===== config.mk =====
export PLATFORM = sky130hd
export DESIGN_NAME = mcc_xbar_sequencer
export DESIGN_NICKNAME = d
export VERILOG_FILES = /design/src/rtl/mcc_pkg.sv /design/src/rtl/mcc_mux_rotator.sv /design/src/rtl/mcc_xbar_sequencer.sv
export SDC_FILE = /design/constraint.sdc
export NUM_CORES = 1
export LEC_CHECK = 0
export BUFFER_PORTS_ARGS = -buffer_cell sky130_fd_sc_hd__buf_2
export CAP_MARGIN = 20
export CORE_AREA = 2 2 277 279
export DETAILED_ROUTE_END_ITERATION = 8
export DIE_AREA = 0 0 279 281
export HOLD_SLACK_MARGIN = 0.15
export SLEW_MARGIN = 40
export SYNTH_ARGS = -nofsm -noshare
export SYNTH_HDL_FRONTEND = slang
export SYNTH_HIERARCHICAL = 1
export SYNTH_SLANG_ARGS = --single-unit

===== constraint.sdc =====
create_clock -name clk -period 30.1 [get_ports clk]
set_clock_uncertainty 0.05 [all_clocks]
set_input_delay 6.02 -clock clk [delete_from_list [all_inputs] [get_ports clk]]
set_output_delay 6.02 -clock clk [all_outputs]
set_load 0.01 [all_outputs]

===== src/rtl/mcc_pkg.sv =====
// Shared constants, state encoding and mux_sel helper for the MCC crossbar sequencer.
package mcc_pkg;

    localparam int XBAR_SIZE     = 32;
    localparam int XBAR_SIZE_BIN = 5;
    localparam int DATA_WIDTH    = 8;
    localparam int MUX_SEL_W     = XBAR_SIZE * XBAR_SIZE_BIN;

    typedef enum logic [2:0] {
        IDLE     = 3'd0,
        FETCH    = 3'd1,
        WAIT_B   = 3'd2,
        PROG     = 3'd3,
        PROG_GAP = 3'd4,
        SENSE    = 3'd5,
        EVAL     = 3'd6,
        DONE     = 3'd7
    } seq_state_e;

    // Row select for one column; the adder's natural truncation is the modulo wrap.
    function automatic logic [XBAR_SIZE_BIN-1:0] rot_field(
        input logic [XBAR_SIZE_BIN-1:0] col,
        input logic [XBAR_SIZE_BIN-1:0] diag
    );
        rot_field = col + diag;
    endfunction

endpackage


===== src/rtl/mcc_mux_rotator.sv =====
// Combinational diagonal -> per-column mux_sel pattern generator.
module mcc_mux_rotator
    import mcc_pkg::*;
(
    input  logic [XBAR_SIZE_BIN-1:0] diag,
    output logic [MUX_SEL_W-1:0]     mux_sel
);

    // Each column field selects row (column + diag) mod XBAR_SIZE.
    always_comb begin
        mux_sel = '0;
        for (int j = 0; j < XBAR_SIZE; j++) begin
            mux_sel[j*XBAR_SIZE_BIN +: XBAR_SIZE_BIN] = rot_field(XBAR_SIZE_BIN'(j), diag);
        end
    end

endmodule


===== src/rtl/mcc_xbar_sequencer.sv =====
// Program/evaluate control FSM for one memristor crossbar.
// Optional MCC_SEQ_PERF_CNT_EN adds the perf_cycles busy-cycle counter.
module mcc_xbar_sequencer
    import mcc_pkg::*;
#(
    parameter int PROG_ITERS    = 5,
    parameter int SETTLE_CYCLES = 4,
    parameter int ADC_TIMEOUT   = 255
) (
    input  logic                            clk,
    input  logic                            rst,
    input  logic                            start,
    output logic                            busy,
    output logic                            done,
    output logic                            timeout_err,
    output logic                            b_rd_en,
    output logic [2*XBAR_SIZE_BIN-1:0]      b_rd_addr,
    input  logic [DATA_WIDTH-1:0]           b_rd_data,
    input  logic                            b_rd_valid,
    output logic                            dac_wr_en,
    output logic [XBAR_SIZE_BIN-1:0]        dac_wr_idx,
    output logic [DATA_WIDTH-1:0]           dac_wr_data,
    output logic                            dac_en,
    output logic                            prog_pulse,
    output logic [MUX_SEL_W-1:0]            mux_sel,
    output logic                            adc_start,
    input  logic [DATA_WIDTH*XBAR_SIZE-1:0] adc_in,
    input  logic                            adc_valid_in,
    output logic [XBAR_SIZE*DATA_WIDTH-1:0] y_values_out,
    output logic                            y_values_valid
`ifdef MCC_SEQ_PERF_CNT_EN
    ,
    output logic [31:0]                     perf_cycles
`endif
);

    localparam int ITER_W  = $clog2(PROG_ITERS + 1);
    localparam int TMR_MAX = (ADC_TIMEOUT > SETTLE_CYCLES) ? ADC_TIMEOUT : SETTLE_CYCLES;
    localparam int TMR_W   = $clog2(TMR_MAX + 1);
    localparam int YW      = XBAR_SIZE * DATA_WIDTH;

    seq_state_e                   state_q, state_d;
    logic [XBAR_SIZE_BIN-1:0]     diag_q, diag_d;
    logic [XBAR_SIZE_BIN-1:0]     offset_q, offset_d;
    logic [ITER_W-1:0]            iter_q, iter_d;
    logic [TMR_W-1:0]             timer_q, timer_d;
    logic                         timeout_err_q, timeout_err_d;
    logic [YW-1:0]                y_q, y_d;
    logic                         y_valid_q, y_valid_d;
    logic                         adc_start_q, adc_start_d;
    logic                         busy_q, busy_d;
    logic                         done_q, done_d;
    logic                         b_rd_en_q, b_rd_en_d;
    logic [2*XBAR_SIZE_BIN-1:0]   b_rd_addr_q, b_rd_addr_d;
    logic                         dac_en_q, dac_en_d;
    logic                         prog_pulse_q, prog_pulse_d;
    logic [MUX_SEL_W-1:0]         mux_sel_q, mux_sel_d;
    logic [MUX_SEL_W-1:0]         rot_mux_s;
    logic                         dac_wr_en_s;

    mcc_mux_rotator u_rot (
        .diag    (diag_d),
        .mux_sel (rot_mux_s)
    );

    // Next-state, counters and result capture.
    always_comb begin
        state_d       = state_q;
        diag_d        = diag_q;
        offset_d      = offset_q;
        iter_d        = iter_q;
        timer_d       = timer_q;
        timeout_err_d = timeout_err_q;
        y_d           = y_q;
        y_valid_d     = 1'b0;
        adc_start_d   = 1'b0;
        case (state_q)
            IDLE: begin
                if (start) begin
                    state_d       = FETCH;
                    diag_d        = '0;
                    offset_d      = '0;
                    iter_d        = '0;
                    timer_d       = '0;
                    timeout_err_d = 1'b0;
                end else begin
                    state_d = IDLE;
                end
            end
            FETCH: begin
                state_d = WAIT_B;
            end
            WAIT_B: begin
                if (b_rd_valid) begin
                    if (offset_q == XBAR_SIZE_BIN'(XBAR_SIZE - 1)) begin
                        offset_d = '0;
                        iter_d   = '0;
                        state_d  = PROG;
                    end else begin
                        offset_d = offset_q + XBAR_SIZE_BIN'(1);
                        state_d  = FETCH;
                    end
                end else begin
                    state_d = WAIT_B;
                end
            end
            PROG: begin
                iter_d  = iter_q + ITER_W'(1);
                state_d = PROG_GAP;
            end
            PROG_GAP: begin
                if (iter_q == ITER_W'(PROG_ITERS)) begin
                    iter_d = '0;
                    if (diag_q == XBAR_SIZE_BIN'(XBAR_SIZE - 1)) begin
                        timer_d = '0;
                        state_d = SENSE;
                    end else begin
                        diag_d  = diag_q + XBAR_SIZE_BIN'(1);
                        state_d = FETCH;
                    end
                end else begin
                    state_d = PROG;
                end
            end
            SENSE: begin
                if (timer_q == TMR_W'(SETTLE_CYCLES - 1)) begin
                    timer_d     = '0;
                    adc_start_d = 1'b1;
                    state_d     = EVAL;
                end else begin
                    timer_d = timer_q + TMR_W'(1);
                end
            end
            EVAL: begin
                // Valid data takes priority over an expiry in the same cycle.
                if (adc_valid_in) begin
                    y_d       = adc_in;
                    y_valid_d = 1'b1;
                    state_d   = DONE;
                end else if (timer_q == TMR_W'(ADC_TIMEOUT - 1)) begin
                    timeout_err_d = 1'b1;
                    state_d       = DONE;
                end else begin
                    timer_d = timer_q + TMR_W'(1);
                end
            end
            DONE: begin
                state_d = IDLE;
            end
            default: begin
                state_d = IDLE;
            end
        endcase
    end

    // Output decode from the upcoming state so every control output is a flop.
    always_comb begin
        busy_d       = (state_d != IDLE);
        done_d       = (state_q == DONE);
        b_rd_en_d    = (state_d == FETCH);
        prog_pulse_d = (state_d == PROG);
        dac_en_d     = (state_d == SENSE) || (state_d == EVAL);
        if (state_d == FETCH) begin
            b_rd_addr_d = {diag_d, offset_d};
        end else begin
            b_rd_addr_d = b_rd_addr_q;
        end
        case (state_d)
            FETCH, WAIT_B, PROG, PROG_GAP: mux_sel_d = rot_mux_s;
            default:                       mux_sel_d = '0;
        endcase
    end

    // The DAC register write must land in the same cycle as b_rd_valid.
    always_comb begin
        dac_wr_en_s = (state_q == WAIT_B) && b_rd_valid;
        if (dac_wr_en_s) begin
            dac_wr_idx  = offset_q;
            dac_wr_data = b_rd_data;
        end else begin
            dac_wr_idx  = '0;
            dac_wr_data = '0;
        end
    end

    // State and registered outputs.
    always_ff @(posedge clk or posedge rst) begin
        if (rst) begin
            state_q       <= IDLE;
            diag_q        <= '0;
            offset_q      <= '0;
            iter_q        <= '0;
            timer_q       <= '0;
            timeout_err_q <= 1'b0;
            y_q           <= '0;
            y_valid_q     <= 1'b0;
            adc_start_q   <= 1'b0;
            busy_q        <= 1'b0;
            done_q        <= 1'b0;
            b_rd_en_q     <= 1'b0;
            b_rd_addr_q   <= '0;
            dac_en_q      <= 1'b0;
            prog_pulse_q  <= 1'b0;
            mux_sel_q     <= '0;
        end else begin
            state_q       <= state_d;
            diag_q        <= diag_d;
            offset_q      <= offset_d;
            iter_q        <= iter_d;
            timer_q       <= timer_d;
            timeout_err_q <= timeout_err_d;
            y_q           <= y_d;
            y_valid_q     <= y_valid_d;
            adc_start_q   <= adc_start_d;
            busy_q        <= busy_d;
            done_q        <= done_d;
            b_rd_en_q     <= b_rd_en_d;
            b_rd_addr_q   <= b_rd_addr_d;
            dac_en_q      <= dac_en_d;
            prog_pulse_q  <= prog_pulse_d;
            mux_sel_q     <= mux_sel_d;
        end
    end

`ifdef MCC_SEQ_PERF_CNT_EN
    logic [31:0] perf_q, perf_d;

    // Busy-cycle counter: cleared by an accepted start, frozen in DONE, saturating.
    always_comb begin
        if ((state_q == IDLE) && start) begin
            perf_d = '0;
        end else if ((state_q != IDLE) && (state_q != DONE) && (perf_q != 32'hFFFF_FFFF)) begin
            perf_d = perf_q + 32'd1;
        end else begin
            perf_d = perf_q;
        end
    end

    // Perf counter register.
    always_ff @(posedge clk or posedge rst) begin
        if (rst) begin
            perf_q <= '0;
        end else begin
            perf_q <= perf_d;
        end
    end

    assign perf_cycles = perf_q;
`endif

    assign busy           = busy_q;
    assign done           = done_q;
    assign timeout_err    = timeout_err_q;
    assign b_rd_en        = b_rd_en_q;
    assign b_rd_addr      = b_rd_addr_q;
    assign dac_wr_en      = dac_wr_en_s;
    assign dac_en         = dac_en_q;
    assign prog_pulse     = prog_pulse_q;
    assign mux_sel        = mux_sel_q;
    assign adc_start      = adc_start_q;
    assign y_values_out   = y_q;
    assign y_values_valid = y_valid_q;

endmodule


==> flow_summary.ini, run 1 <==
[final_layout]
area_growth_pct = 29.96
layout.nets = 2203
drive_gt1_share_pct = 57.16

[min_path]
hold_class = flip-flop to flip-flop

[global_routing]
track_usage_pct = 14.04
grt_max_degree = 162
grt_pass1_vias = 12752
grt_pass1_wl_mm = 82.46
antenna_found_initial = 16
grt_remaining_overflow = 0

[logic_synthesis]
avgSynthCellArea_um2 = 14.15
yosysMostFrequentCell = dfrtp_1
synth-async-reset-ratio_pct = 100.0
ys.flop_type = dfrtp_1
synth_top_family_by_area = multiplexers
synth_area_leaders = dfrtp_1 63%, mux2_2 16%, and2_1 5.9%
synth_top_cell_area_share_pct = 62.53
synth_area_mm2 = 0.01833
yosysUniqueCellTypes = 58
yosysTopAreaCell = dfrtp_1
synth_warnings = 6
synth_fa_ha_area_share_pct = 1.297
seq_area_frac_synth_pct = 62.53
syn-num-nets = 1583
muxShareOfSynthArea_pct = 16.40
syn_inst = 1295
synth_xor_area_share_pct = 1.700
yosys_register_bits = 458
synth_compound_area_share_pct = 2.642
synth_edf_count = 0
synth_common_cells = 458 x dfrtp_1, 266 x mux2_2, 174 x and2_1, 103 x buf_4, 30 x buf_2
yosys.area_share.simple_pct = 8.396

[drt]
wl_per_cell_um = 19.76
viasPerCell = 4.117
routed_wl_mm = 58.07
drc_errors = 0
final_antenna_net_count = 0
vias = 12096
drt-initial-drc-count = 527
dr.pass1.iters = 4

[place]
gp_congestion = 0.8268
port_buffers = 716
hpwl_mm = 44.41

[power_and_ir_drop]
leakagePower_nw = 12.52
irDropWorstVdd_uv = 67.49
comb_power_share_pct = 33.4
intPower_mw = 1.496
sw_frac_of_total_pct = 33.84
p_switching_mw = 0.7653
pwr_density_cell_mw_per_mm2 = 94.94
p_seq_share_pct = 40.0
p_clk_share_pct = 26.6
power_mw = 2.262

[critical_path]
critical_path_class = input port to primary output
path_max_fanout = 16
crit_path_end_kind = primary output
crit_required_ns = 24.03
arrival_ns = 6.88
cp-start-kind = input port

[sta]
setup_violations = 0
fin_crit_ns = 12.95
fin_setup_tns_ns = 0
worstMarginPinSlew_ns = 0.7479
fmax_ghz = 0.07724
slew_headroom_pct = 50.09
slew_viol_final = 0
rsz0062_at_grt = false
fin_crit_sh_pct = 43.01
hold_viol_final = 0

[clock_network]
cts_resized = 0
ctsRootBufferMaster = clkbuf_16
path_clk_slew_ns = 0.05
clkLatencyLatePin_ns = 0.57
htreeDepth = 2
clock_sinks = 458
hold_buffers = 0
cts_setup_buffers = 0
cts_buffers = 51
clockBufferDepth = 3
cts_tree = done

[floorplan]
die_y_um = 281
start_util_pct = 24.29
io_pins = 717
die_x_um = 279
core_area_mm2 = 0.07544
placementRows = 101
die_area_mm2 = 0.07840

[outcome]
status = completed

[flow_run]
maxCapViolCount = 0
==> flip-flops by register name (all words and copies together) (netlist names), 3 cells and up <==
register and flops:
diag_q 5, iter_q 3, state_q 3, timer_q 8, b_rd_addr 10, offset_q 5, mux_sel 160, y_values_out 256
==> cells by family after synthesis <==
family	count (synthesis)
adders and majority gates	19
DFF	458
muxes	267
xor gates and xnor gates	27
AOI/OAI and AO/OA	67
and+or+nand+nor	258
buffers and inverters	199
==> layer usage <==
layer / vias to the layer above / wire, um / track usage [%] / share of wire, %
met3: 146 / 4514 / 4.763 / 7.8
met5: - / 107 / 0 / 0.18
met1: 5997 / 21040 / 14.86 / 36
li1: 5468 / - / - / -
met2: 469 / 29690 / 25.13 / 51
met4: 16 / 2705 / 6.465 / 4.7
==> power by group through the flow <==
stage / sequential (mW) / combinational (mW) / clock [mW]
4_1_cts: 0.905 / 0.776 / 0.623
2_1_floorplan: 0.994 / 0.376 / 0
5_1_grt: 0.928 / 0.818 / 0.646
6_report: 0.904 / 0.756 / 0.602
3_5_place_dp: 0.914 / 0.773 / 0
3_3_place_gp: 0.908 / 0.755 / 0
==> worst max-delay path: stages <==
cell and delay [ns]:
buf_2 0.12, and3_1 0.40, and2_1 0.19, buf_2 0.14
==> layout by cell type, fill, tap and decap left out, types with 4 or more instances in the layout <==
cell,count
buf_2,716
mux2_2,266
and3_1,6
a21oi_2,6
nand3_1,9
clkbuf_16,51
and2_1,174
diode_2,6
nand2b_1,6
inv_2,10
dfrtp_1,458
o21ai_0,17
o31ai_1,5
buf_4,7
xnor2_2,11
xnor2_1,14
a2bb2oi_1,4
clkinv_2,10
buf_6,5
nand2_1,26
inv_1,21
clkbuf_8,9
a21oi_1,8
nand4_1,6
ha_1,19
nor2_1,9
clkbuf_1,15
==> area by class of cell <==
cell class | instances | area (um^2)
diodes | 6 | 15.01
clock buffers | 75 | 1456
clock inverters | 17 | 151.4
fillers | 7620 | 51620
inverters | 35 | 143.9
multi-input cells | 638 | 5609
flip-flops and latches | 458 | 11460
well taps | 978 | 1224
repair buffers | 731 | 3760
==> worst paths after layout <==
| path | slack (ns) | startpoint | depth (start not counted) | to |
|---|---|---|---|---|
| setup / recovery | 17.15 | b_rd_valid | 4 | dac_wr_data[6] |
| hold / removal | 0.45 | y_values_out[176] | 1 | y_values_out[176] |
| setup reg to reg | 26.21 | state_q[2] | 6 | y_values_out[187] |
| hold reg to reg | 0.45 | y_values_out[176] | 1 | y_values_out[176] |
| max in group asynchronous | 22.46 | rst | 5 | b_rd_addr[7] |
| min in group asynchronous | 5.48 | rst | 2 | y_values_out[226] |
==> per-stage QoR <==
| step | setup WS (ns) | instance area [um^2] | std cells | hold WS, ns | utilization (%) |
|---|---|---|---|---|---|
| after global routing | 17.09 | 23810 | 2934 | 0.4565 | 31.56 |
| final | 17.15 | 23820 | 2938 | 0.4487 | 31.57 |
| after global placement | 17.22 | 22120 | 2838 | 0.4331 | 29.31 |
| after floorplan | 11.26 | 18330 | 1295 | 0.4218 | - |
| after CTS | 17.16 | 23750 | 2930 | 0.4532 | 31.48 |
| after detailed placement | 17.17 | 22140 | 2838 | 0.4401 | 29.34 |
(Power assumes the default switching activity.)
==> run 2, diff against run 1 <==
ABC_AREA = 1   (was default)
CORE_AREA = 2 2 281 283   (was 2 2 277 279)
DIE_AREA = 0 0 283 285   (was 0 0 279 281)
clock period = 11.41 ns   (was 30.1 ns; I/O delays follow)
==> flow_summary.ini, run 2 <==
[critical_path]
crit_end = dac_wr_data[3]
path_max_fanout = 12
startpoint = b_rd_valid
reg2reg_depth = 12
cp-start-kind = input port
rr_startpoint = state_q[1]
r2r_end = mux_sel[157]
r2r_slack_ns = 7.55
critical_path_class = input port to primary output
crit_required_ns = 9.08
crit_path_end_kind = primary output
arrival_ns = 3.12

[clock_network]
htreeDepth = 2
ctsRootBufferMaster = clkbuf_16
path_clk_slew_ns = 0.05
hold_buffers = 0
cts_resized = 0
cts_setup_buffers = 0
clkLatencyLatePin_ns = 0.58
clock_sinks = 458
clockBufferDepth = 3
cts_tree = done
cts_buffers = 54

[logic_synthesis]
synth_area_leaders = dfrtp_1 58%, nand2_1 18%, nor2_4 5.2%
synth-async-reset-ratio_pct = 100.0
avgSynthCellArea_um2 = 9.127
yosysMostFrequentCell = nand2_1
syn_inst = 2154
syn-num-nets = 2442
synth_area_mm2 = 0.01966
seq_area_frac_synth_pct = 58.30
synth_warnings = 6
yosysTopAreaCell = dfrtp_1
synth_edf_count = 0
ys.flop_type = dfrtp_1
yosys_register_bits = 458
yosysUniqueCellTypes = 38
synth_top_cell_area_share_pct = 58.30
synth_common_cells = 932 x nand2_1, 458 x dfrtp_1, 217 x inv_1, 109 x buf_4, 97 x nor2_1

[place]
pre_cts_slack_ns = 5.828
gp_congestion = 0.8430
port_buffers = 716
hpwl_mm = 43.53
dpl.cell_count = 3746

[final_layout]
multi_input_area_mm2 = 0.006048
largest_reg_flops = 256
layout_common_cells = 932 x nand2_1, 716 x buf_2, 458 x dfrtp_1, 216 x inv_1, 97 x nor2_1
final_common_cell = nand2_1
drive_gt1_share_pct = 34.33
seqCellArea_mm2 = 0.01146
area_growth_pct = 29.50
instances_no_fill = 3855
n_fill_cell = 8115
layout.nets = 3042

[sta]
fin_crit_ns = 5.455
setup_ws_ns = 5.955
worstMarginPinSlew_ns = 0.8734
setup_violations = 0
fin_setup_tns_ns = 0
hold_viol_final = 0
fmax_ghz = 0.1833
slew_headroom_pct = 41.78
slew_viol_final = 0
rsz0062_at_grt = false
fin_crit_sh_pct = 47.81

[floorplan]
die_area_mm2 = 0.08066
placementRows = 103
core_area_mm2 = 0.07797
io_pins = 717
die_x_um = 283
die_y_um = 285
start_util_pct = 25.21

[power_and_ir_drop]
irDropWorstVdd_uv = 233.1
leakagePower_nw = 14.56
pwr_density_cell_mw_per_mm2 = 273.9

[drt]
vias = 15269
viasPerCell = 3.961
dr.pass1.iters = 5
wl_per_cell_um = 15.86
drt-initial-drc-count = 830
final_antenna_net_count = 0
drc_errors = 0
routed_wl_mm = 61.13

[global_routing]
track_usage_pct = 14.70
grt_pass1_wl_mm = 92.52
grt_max_degree = 163
grt_remaining_overflow = 0
grt_pass1_vias = 15308
antenna_found_initial = 10

[outcome]
status = completed

[min_path]
hold_class = flip-flop to flip-flop

[flow_run]
maxCapViolCount = 0
-- run 2: metrics by stage --
stage                     total power [mW]  hold slack, ns  util (%)  instance area [um^2]
final                                6.974          0.4196     32.65                 25460
after global routing                 7.431          0.4369     32.64                 25450
after CTS                            7.099          0.4224     32.56                 25390
after detailed placement             5.284          0.4082     30.20                 23550
after global placement               5.207          0.4040     30.05                 23430
after floorplan                      4.302          0.4264         -                 19660
-- run 2: worst min path at each step --
stage | end | startpoint | cells after the start
global route | y_values_out[151] | y_values_out[151] | 2
floorplan | iter_q[0] | iter_q[0] | 1
detailed placement | b_rd_addr[0] | b_rd_addr[0] | 2
global placement | b_rd_addr[0] | b_rd_addr[0] | 2
CTS | b_rd_addr[0] | b_rd_addr[0] | 2
finish | y_values_out[68] | y_values_out[68] | 2
-- run 2: metal layers --
metal  GRT usage (%)  wire (um)  up-vias
li1                -          -     7483
met1           17.33      24590     7197
met2           24.74      29480      467
met3           5.120       4877      114
met4           5.346       2125        8
met5               0         47        -
-- run 2: cell type report --
cell class | count | area share (%)
sequential | 458 | 45.02
inverter | 227 | 3.445
multi-input combinational | 1279 | 23.76
timing repair buffer | 734 | 15.34
antenna | 6 | 0.05898
tap | 1050 | 5.160
clock inverter | 26 | 1.047
clock buffer | 75 | 6.173
-- run 2: kinds of logic after synthesis --
| logic type | Yosys count | synth area share (%) |
|---|---|---|
| AO/OA/AOI/OAI | 37 | 0.9993 |
| XOR/XNOR | 18 | 0.8019 |
| adder cells (fa/ha/maj) | 19 | 1.209 |
| buffers and inverters | 417 | 11.16 |
| flip-flops | 458 | 58.30 |
| AND/OR/NAND/NOR | 1205 | 27.53 |
-- run 2: critical path: stages --
cell and delay, ns:
buf_2 0.15, inv_2 0.06, nor2_2 0.18, inv_1 0.18, nor2_1 0.12, buf_2 0.14
-- run 2: power by group --
group          internal [mW]  switching (mW)  total, mW
combinational          0.947            1.71       2.66
sequential              2.26           0.290       2.55
clock                   1.04           0.729       1.77
==> run 3, diff against run 2 <==
CORE_AREA = 2 2 275 277   (was 2 2 281 283)
DIE_AREA = 0 0 277 279   (was 0 0 283 285)
clock period = 5.6 ns   (was 11.41 ns; I/O delays follow)
==> flow_summary.ini, run 3 (synthesis results as in run 2) <==
[drt]
drt-initial-drc-count = 764
viasPerCell = 4.057
vias = 15369
drc_errors = 0
wl_per_cell_um = 17.21
final_antenna_net_count = 0
routed_wl_mm = 65.19
dr.pass1.iters = 5

[global_routing]
antenna_found_initial = 19
track_usage_pct = 16.45
grt_pass1_wl_mm = 97.08
grt_remaining_overflow = 0
grt_pass1_vias = 15489
grt_max_degree = 131

[sta]
worstMarginPinSlew_ns = 0.7478
slew_headroom_pct = 50.15
rsz0062_at_grt = false
hold_ws_ns = 0.4198
fin_crit_ns = 3.382
fmax_ghz = 0.2957
fin_crit_sh_pct = 60.39
setup_violations = 0
slew_viol_final = 0
hold_viol_final = 0

[critical_path]
crit_required_ns = 6.04
startpoint = state_q[1]
critical_path_class = flip-flop to flip-flop
cp-start-kind = flip-flop
crit_family = simple AND/OR/NAND/NOR gates
reg2reg_depth = 12
cpPeakStageDelay_ns = 0.57
path_common_cell = inv_1
arrival_ns = 3.82
r2r_end = mux_sel[77]
r2r_slack_ns = 2.22
crit_chain = nor2_4, nand3_1, nand2_1, nand2_1, o21ai_2, buf_4, inv_1, ha_1, xnor2_1, inv_1, inv_1, nor2_4
crit_slowest_cell = dfrtp_1
crit_path_end_kind = flip-flop
crit_end = mux_sel[77]
path_buf_inv = 4
rr_startpoint = state_q[1]
worstSetupPathDepth = 12
path_max_fanout = 18

[clock_network]
hold_buffers = 0
clockBufferDepth = 3
cts_buffers = 54
cts_tree = done
path_clk_slew_ns = 0.06
clock_sinks = 458
htreeDepth = 2
cts_setup_buffers = 0
ctsRootBufferMaster = clkbuf_16
cts_resized = 0
clkLatencyLatePin_ns = 0.58

[power_and_ir_drop]
irDropWorstVdd_uv = 392.3
leakagePower_nw = 14.61
pwr_density_cell_mw_per_mm2 = 568.6

[floorplan]
io_pins = 717
die_x_um = 277
start_util_pct = 26.54
die_area_mm2 = 0.07728
placementRows = 100
core_area_mm2 = 0.07407
die_y_um = 279

[final_layout]
layout_common_cells = 932 x nand2_1, 716 x buf_2, 458 x dfrtp_1, 216 x inv_1, 97 x nor2_1
final_core_util_pct = 34.35
area_growth_pct = 29.42
n_fill_cell = 7687
instances_no_fill = 3788
largest_reg_flops = 256
drive_gt1_share_pct = 34.35
layout.nets = 3053
final_common_cell = nand2_1

[place]
hpwl_mm = 48.21
port_buffers = 716
dpl.cell_count = 3677
gp_congestion = 0.8649

[min_path]
hold_class = flip-flop to flip-flop

[flow_run]
maxCapViolCount = 0

[outcome]
status = completed
==> run 3: through the flow <==
stage	instance area (um^2)	setup TNS (ns)	setup WS, ns	total power [mW]
floorplan	19660	-809.29	-1.767	8.764
global placement	23460	0	1.760	10.85
detailed placement	23520	0	1.692	10.96
CTS	25390	0	2.153	14.72
global route	25420	0	1.962	15.41
finish	25440	0	2.218	14.47
==> run 3: area by class of cell <==
type | instances | area [um^2] | share of cell area [%]
Sequential cell | 458 | 11460 | 45.05
Multi-Input combinational cell | 1279 | 6056 | 23.80
Timing Repair Buffer | 745 | 3949 | 15.52
Clock buffer | 79 | 1567 | 6.157
Tap cell | 969 | 1212 | 4.765
Inverter | 227 | 872.1 | 3.428
Clock inverter | 21 | 300.3 | 1.180
Antenna cell | 10 | 25.02 | 0.09836
==> run 3: how the worst min path moves through the flow <==
stage                      startpoint                 to  slack (ns)  cells past startpoint
floorplan                   iter_q[0]          iter_q[0]        0.43                      1
global placement         b_rd_addr[9]       b_rd_addr[9]        0.40                      2
detailed placement       b_rd_addr[0]       b_rd_addr[0]        0.40                      2
CTS                      b_rd_addr[2]       b_rd_addr[2]        0.42                      2
global route        y_values_out[150]  y_values_out[150]        0.43                      2
finish              y_values_out[156]  y_values_out[156]        0.42                      2
==> run 3: per-layer routing <==
metal | up-vias | wire (um) | global-route usage (%)
met1 | 7227 | 25060 | 18.64
met2 | 491 | 31380 | 27.63
met5 | - | 95 | 0
met3 | 133 | 5750 | 6.368
met4 | 16 | 2896 | 6.996
li1 | 7502 | - | -
==> run 3: tightest hold or removal path: cells and delay by family (launching register included) <==
family           cells  cell delay, ns
and+or+nand+nor      2            0.10
DFF                  1            0.33
==> run 3: report_power, final <==
part	internal, mW	switching [mW]	leakage (nW)
clock network	2.22	1.46	0.899
registers	4.61	0.604	5.78
logic	1.95	3.62	7.93
total	8.78	5.68	14.6
